[config.mk]
export PLATFORM = sky130hd
export DESIGN_NAME = manchester_tx_flat
export DESIGN_NICKNAME = d
export VERILOG_FILES = /design/src/rtl/manchester_tx_if.sv /design/src/rtl/manchester_tx.sv /design/src/flat_wrapper.sv
export SDC_FILE = /design/constraint.sdc
export NUM_CORES = 1
export LEC_CHECK = 0
export CAP_MARGIN = 20
export CORE_MARGIN = 10
export CORE_UTILIZATION = 40
export CTS_BUF_LIST = sky130_fd_sc_hd__clkbuf_8
export DETAILED_ROUTE_END_ITERATION = 10
export MAX_ROUTING_LAYER = met4
export PLACE_DENSITY = 0.67
export SLEW_MARGIN = 5
export SYNTH_ARGS = -nofsm -noshare
export SYNTH_HDL_FRONTEND = slang
export SYNTH_SLANG_ARGS = --single-unit
[constraint.sdc]
create_clock -name clk -period 2.31 [get_ports clk]
set_clock_uncertainty 0.1 [all_clocks]
set_input_delay 0.3465 -clock clk [delete_from_list [all_inputs] [get_ports clk]]
set_output_delay 0.3465 -clock clk [all_outputs]
set_load 0.01 [all_outputs]
[src/rtl/manchester_tx_if.sv]
// Word-input handshake between a word source and the Manchester transmitter.
interface manchester_tx_if #(
  parameter int unsigned DATA_W = 8
) ();

  logic              in_valid;
  logic              in_ready;
  logic [DATA_W-1:0] in_data;
  logic              in_pol;

  modport master (
    output in_valid,
    output in_data,
    output in_pol,
    input  in_ready
  );

  modport slave (
    input  in_valid,
    input  in_data,
    input  in_pol,
    output in_ready
  );

endinterface

[src/rtl/manchester_tx.sv]
// Manchester line encoder: serialises DATA_W-bit words as half-bit pairs on a registered line,
// streaming back-to-back words with no idle gap.
module manchester_tx #(
  parameter int unsigned DATA_W       = 8,
  parameter int unsigned HALF_BIT_CYC = 1,
  parameter bit          MSB_FIRST    = 1'b1,
  parameter bit          IDLE_LEVEL   = 1'b0
) (
  input  logic                  clk,
  input  logic                  reset,
  manchester_tx_if.slave        in_if,
  output logic                  y,
  output logic                  y_en,
  output logic                  busy,
  output logic                  word_done
);

  localparam int unsigned DivW = (HALF_BIT_CYC > 1) ? $clog2(HALF_BIT_CYC) : 1;
  localparam int unsigned BitW = (DATA_W > 1) ? $clog2(DATA_W) : 1;
  localparam logic [DivW-1:0] DivLast = DivW'(HALF_BIT_CYC - 1);
  localparam logic [BitW-1:0] BitLast = BitW'(DATA_W - 1);

  typedef enum logic [1:0] {
    StIdle       = 2'd0,
    StFirstHalf  = 2'd1,
    StSecondHalf = 2'd2
  } state_e;

  state_e            r_state;
  state_e            w_state_nxt;
  logic [DivW-1:0]   r_div_cnt;
  logic [DivW-1:0]   w_div_cnt_nxt;
  logic [BitW-1:0]   r_bit_cnt;
  logic [BitW-1:0]   w_bit_cnt_nxt;
  logic [DATA_W-1:0] r_shift;
  logic [DATA_W-1:0] w_shift_nxt;
  logic              r_pol;
  logic              w_pol_nxt;
  logic              r_y;
  logic              w_y_nxt;
  logic              r_y_en;
  logic              w_y_en_nxt;

  logic              w_div_wrap;
  logic              w_bit_last;
  logic              w_word_end;
  logic              w_in_ready;
  logic              w_accept;
  logic              w_cur_bit_nxt;

  assign w_div_wrap = (r_div_cnt == DivLast);
  assign w_bit_last = (r_bit_cnt == BitLast);
  assign w_word_end = (r_state == StSecondHalf) && w_div_wrap && w_bit_last;
  assign w_in_ready = (r_state == StIdle) || w_word_end;
  assign w_accept   = in_if.in_valid && w_in_ready;

  always_comb begin
    w_state_nxt   = r_state;
    w_div_cnt_nxt = r_div_cnt;
    w_bit_cnt_nxt = r_bit_cnt;
    w_shift_nxt   = r_shift;
    w_pol_nxt     = r_pol;

    unique case (r_state)
      StIdle: begin
        w_div_cnt_nxt = '0;
        w_bit_cnt_nxt = '0;
      end
      StFirstHalf: begin
        if (w_div_wrap) begin
          w_state_nxt   = StSecondHalf;
          w_div_cnt_nxt = '0;
        end else begin
          w_div_cnt_nxt = r_div_cnt + 1'b1;
        end
      end
      StSecondHalf: begin
        if (w_div_wrap) begin
          w_div_cnt_nxt = '0;
          if (!w_bit_last) begin
            w_state_nxt   = StFirstHalf;
            w_bit_cnt_nxt = r_bit_cnt + 1'b1;
            w_shift_nxt   = MSB_FIRST ? (r_shift << 1) : (r_shift >> 1);
          end else begin
            w_state_nxt   = StIdle;
            w_bit_cnt_nxt = '0;
          end
        end else begin
          w_div_cnt_nxt = r_div_cnt + 1'b1;
        end
      end
      default: begin
        w_state_nxt   = StIdle;
        w_div_cnt_nxt = '0;
        w_bit_cnt_nxt = '0;
      end
    endcase

    // A new word overrides the end-of-word return to idle, keeping the line continuous.
    if (w_accept) begin
      w_state_nxt   = StFirstHalf;
      w_div_cnt_nxt = '0;
      w_bit_cnt_nxt = '0;
      w_shift_nxt   = in_if.in_data;
      w_pol_nxt     = in_if.in_pol;
    end
  end

  // The line register is loaded from the next state so y shows the new half-bit with no bubble.
  always_comb begin
    w_cur_bit_nxt = MSB_FIRST ? w_shift_nxt[DATA_W-1] : w_shift_nxt[0];
    w_y_nxt       = IDLE_LEVEL;
    w_y_en_nxt    = 1'b0;
    unique case (w_state_nxt)
      StFirstHalf: begin
        w_y_nxt    = ~w_cur_bit_nxt ^ w_pol_nxt;
        w_y_en_nxt = 1'b1;
      end
      StSecondHalf: begin
        w_y_nxt    = w_cur_bit_nxt ^ w_pol_nxt;
        w_y_en_nxt = 1'b1;
      end
      default: begin
        w_y_nxt    = IDLE_LEVEL;
        w_y_en_nxt = 1'b0;
      end
    endcase
  end

  always_ff @(posedge clk) begin
    if (reset) begin
      r_state   <= StIdle;
      r_div_cnt <= '0;
      r_bit_cnt <= '0;
      r_shift   <= '0;
      r_pol     <= 1'b0;
      r_y       <= IDLE_LEVEL;
      r_y_en    <= 1'b0;
    end else begin
      r_state   <= w_state_nxt;
      r_div_cnt <= w_div_cnt_nxt;
      r_bit_cnt <= w_bit_cnt_nxt;
      r_shift   <= w_shift_nxt;
      r_pol     <= w_pol_nxt;
      r_y       <= w_y_nxt;
      r_y_en    <= w_y_en_nxt;
    end
  end

  assign in_if.in_ready = w_in_ready;
  assign y              = r_y;
  assign y_en           = r_y_en;
  assign busy           = (r_state != StIdle);
  assign word_done      = w_word_end;

endmodule

[src/flat_wrapper.sv]
// flat-port wrapper written by rule: the top's interface ports become plain ports
module manchester_tx_flat 
#(
  parameter int unsigned DATA_W       = 8,
  parameter int unsigned HALF_BIT_CYC = 1,
  parameter bit          MSB_FIRST    = 1'b1,
  parameter bit          IDLE_LEVEL   = 1'b0
)
  (clk, reset, y, y_en, busy, word_done, in_if_in_valid, in_if_in_data, in_if_in_pol, in_if_in_ready);
  manchester_tx_if #(.DATA_W(DATA_W)) in_if_i ();
  input  logic clk;
  input  logic reset;
  output logic y;
  output logic y_en;
  output logic busy;
  output logic word_done;
  input wire logic [$bits(in_if_i.in_valid)-1:0] in_if_in_valid;
  input wire logic [$bits(in_if_i.in_data)-1:0] in_if_in_data;
  input wire logic [$bits(in_if_i.in_pol)-1:0] in_if_in_pol;
  output wire logic [$bits(in_if_i.in_ready)-1:0] in_if_in_ready;
  assign in_if_i.in_valid = in_if_in_valid;
  assign in_if_i.in_data = in_if_in_data;
  assign in_if_i.in_pol = in_if_in_pol;
  assign in_if_in_ready = in_if_i.in_ready;
  manchester_tx #(.DATA_W(DATA_W), .HALF_BIT_CYC(HALF_BIT_CYC), .MSB_FIRST(MSB_FIRST), .IDLE_LEVEL(IDLE_LEVEL)) u_core (.clk(clk), .reset(reset), .in_if(in_if_i), .y(y), .y_en(y_en), .busy(busy), .word_done(word_done));
endmodule
==> impl_metrics.yaml <==
timing:
  rsz0062_at_grt: "false"
  hold_viol: 0
  setup-violations-final: 0
  min_period_ns: 2.18
  finalCritPeriodShare_pct: 94.3
  drv_slew: 0
  fmax_mhz: 459
  fin_setup_tns_ns: 0
logic_synthesis:
  synth-seq-cells: 17
  syn_nets: 106
  yosysWarningCount: 0
  synth_area_leaders: "dfxtp_1 40%, ha_1 10%, mux2i_1 9.5%"
  seq_area_frac_synth_pct: 40.4
  post_synth_inst_count: 87
  syn_avg_cell_area_um2: 9.68
  synth_largest_area_cell: "dfxtp_1"
  yosys.area.top_type_share_pct: 40.4
  syn_area_um2: 842
  synth.distinct_cells: 26
detailed_routing:
  vias_per_cell: 5.01
  routed_wl_mm: 1.65
  drt_iter0_markers: 22
  via_count: 672
  drc: 0
  first_pass_iters: 4
  wire_per_inst_um: 12.3
  ant_nets: 0
global_routing:
  antenna_found_initial: 0
  grt_pass1_vias: 633
  globalRouteOverflowTotal: 0
  grt_max_degree: 11
  grt_usage_pct: 8.36
  grt_pass1_wl_mm: 2.79
hold_path:
  holdPathEnd: "u_core.r_shift[0]"
  hold_class: "reg -> reg"
  min-delay-start: "u_core.r_shift[0]"
  hold_depth: 2
layout:
  mostFrequentLayoutCells: "16 x dfxtp_1, 15 x clkdlybuf4s50_1, 13 x nor2_1"
  syn_to_final_growth_pct: 32.7
  nets: 127
  multi_input_area_um2: 492
  final_common_cell: "dfxtp_1"
  seq_area_um2: 342
  diodes: 0
  num-fill-cells: 178
  layout-drive-gt1-share_pct: 19.6
clocking:
  clock-sinks: 17
  clock_latency_ns: 0.25
  clk_pin_slew_ns: 0.07
  cts_max_level: 1
  clock_path_buffers: 2
  cts_tree: "yes"
  cts_made_buffers: 3
  root_buffer: "clkbuf_8"
worst_setup_path:
  r2r_end: "u_core.y"
  worst_path_max_delay_cell: "clkdlybuf4s50_1"
  slowest_delay_ns: 0.55
  cp-start-kind: "flip-flop"
  ff2ff_path_depth: 9
  path_max_fanout: 3
  end_kind: "output port"
  critical_path_class: "reg -> out"
  r2r-start: "u_core.r_bit_cnt[1]"
  crit_path_frequent_cell: "ha_2"
  worstPathCellList: "ha_2, ha_2, and3b_2, clkdlybuf4s50_1"
  cp.arrival_ns: 1.73
  crit_required_ns: 1.86
  rrSetupSlack_ns: 0.15
power:
  power.total_w: 0.000712
  p_leak_nw: 0.448
  ir_drop_mv: 0.417
  power-per-cell-area_nw_per_um2: 637
job:
  maxCapViolCount: 0
floorplanning:
  io_pins: 17
  coreArea_um2: 1980
  fp.dieW_um: 65.9
  rows: 16
  initial_utilization_pct: 42.5
  fp.dieArea_um2: 4340
  die_h_um: 65.9
placement:
  gp_congestion: 0.752
  hpwl_mm: 1.29
  portBuffers: 16
outcome:
  status: "finished clean"
==> metrics by stage <==
step                      cells  area [um2]  hold WS [ns]  setup slack (ns)  utilization (%)
after CTS                   134        1110         0.407            0.0380             56.1
after floorplan              87         871         0.318            0.0871                -
final                       134        1120         0.394             0.132             56.4
after detailed placement    130        1070         0.397             0.114             53.9
after global placement      130        1070         0.374             0.128             53.9
after global routing        134        1120         0.444           0.00380             56.4
==> timing repair <==
item,4_1_cts,5_1_grt
setup endpoints to repair,1,1
resized for setup,1,1
buffers inserted,0,0
gates cloned,0,0
hold buffers,0,0
pin swaps,0,0
==> report_power, final <==
group	leakage [nW]	internal, W	total, W	switching, W
sequential	0.141	0.000319	0.000331	0.0000125
clock	0.0255	0.000120	0.000221	0.000101
combinational	0.282	0.0000887	0.000160	0.0000712
total	0.448	0.000527	0.000712	0.000185
==> cells by family after synthesis <==
kind of cell	Yosys count	synth area share, %
simple gates	28	17.7
flops	17	40.4
compound gates	16	13.7
mux	9	10.8
buf+inv	8	3.86
fa+ha+maj	7	10.4
other cells	1	0.445
xor+xnor	1	2.67
==> layout make-up <==
type | count | area share [%]
sequential | 17 | 30.6
timing repair buffer | 20 | 16.9
multi-input combinational | 62 | 44.0
clock inverter | 1 | 0.448
inverter | 4 | 1.34
tap | 27 | 3.02
clock buffer | 3 | 3.70
==> state kept, by name (all words and copies together), names as in the netlist <==
name              count
u_core.r_bit_cnt      3
u_core.r_div_cnt      1
u_core.r_shift        8
u_core.r_pol          1
u_core.r_state        2
u_core.y_en           1
u_core.y              1
==> metal layers <==
metal | routed length, um | global-route usage, % | vias up
li1 | - | - | 342
met1 | 722 | 8.91 | 315
met2 | 821 | 13.0 | 13
met3 | 87 | 3.05 | 2
met4 | 14 | 4.81 | 0
met5 | 0 | - | -
==> worst max path at each step <==
stage,slack [ns],startpoint,endpoint,cells past startpoint
floorplan,0.09,u_core.r_bit_cnt[0],u_core.y,10
global placement,0.13,u_core.r_bit_cnt[1],u_core.y,7
detailed placement,0.11,u_core.r_bit_cnt[1],u_core.y,7
CTS,0.04,u_core.r_bit_cnt[1],u_core.y,7
global route,0.004,u_core.r_state[0],u_core.y,9
finish,0.13,u_core.r_bit_cnt[1],word_done,4
==> Yosys cell counts (all sizes together) <==
library cell,n
xnor3,1
mux2,1
nor4,1
nand2,3
ha,7
clkbuf,2
mux2i,8
nor3,4
and3b,1
nand3b,1
a211oi,6
nor3b,1
dfxtp,17
or2,1
conb,1
a22oi,1
a21oi,5
and4bb,1
buf,2
inv,4
nor2,13
o21ai,2
o21a,1
a32oi,1
and2,2
==> worst max-delay path: cells and delay by family (launching register included) <==
kind          cells  cell delay [ns]
fa+ha+maj         2             0.36
simple gates      1             0.24
flops             1             0.34
buf+inv           1             0.55
Power figures use the tool's default switching activity.
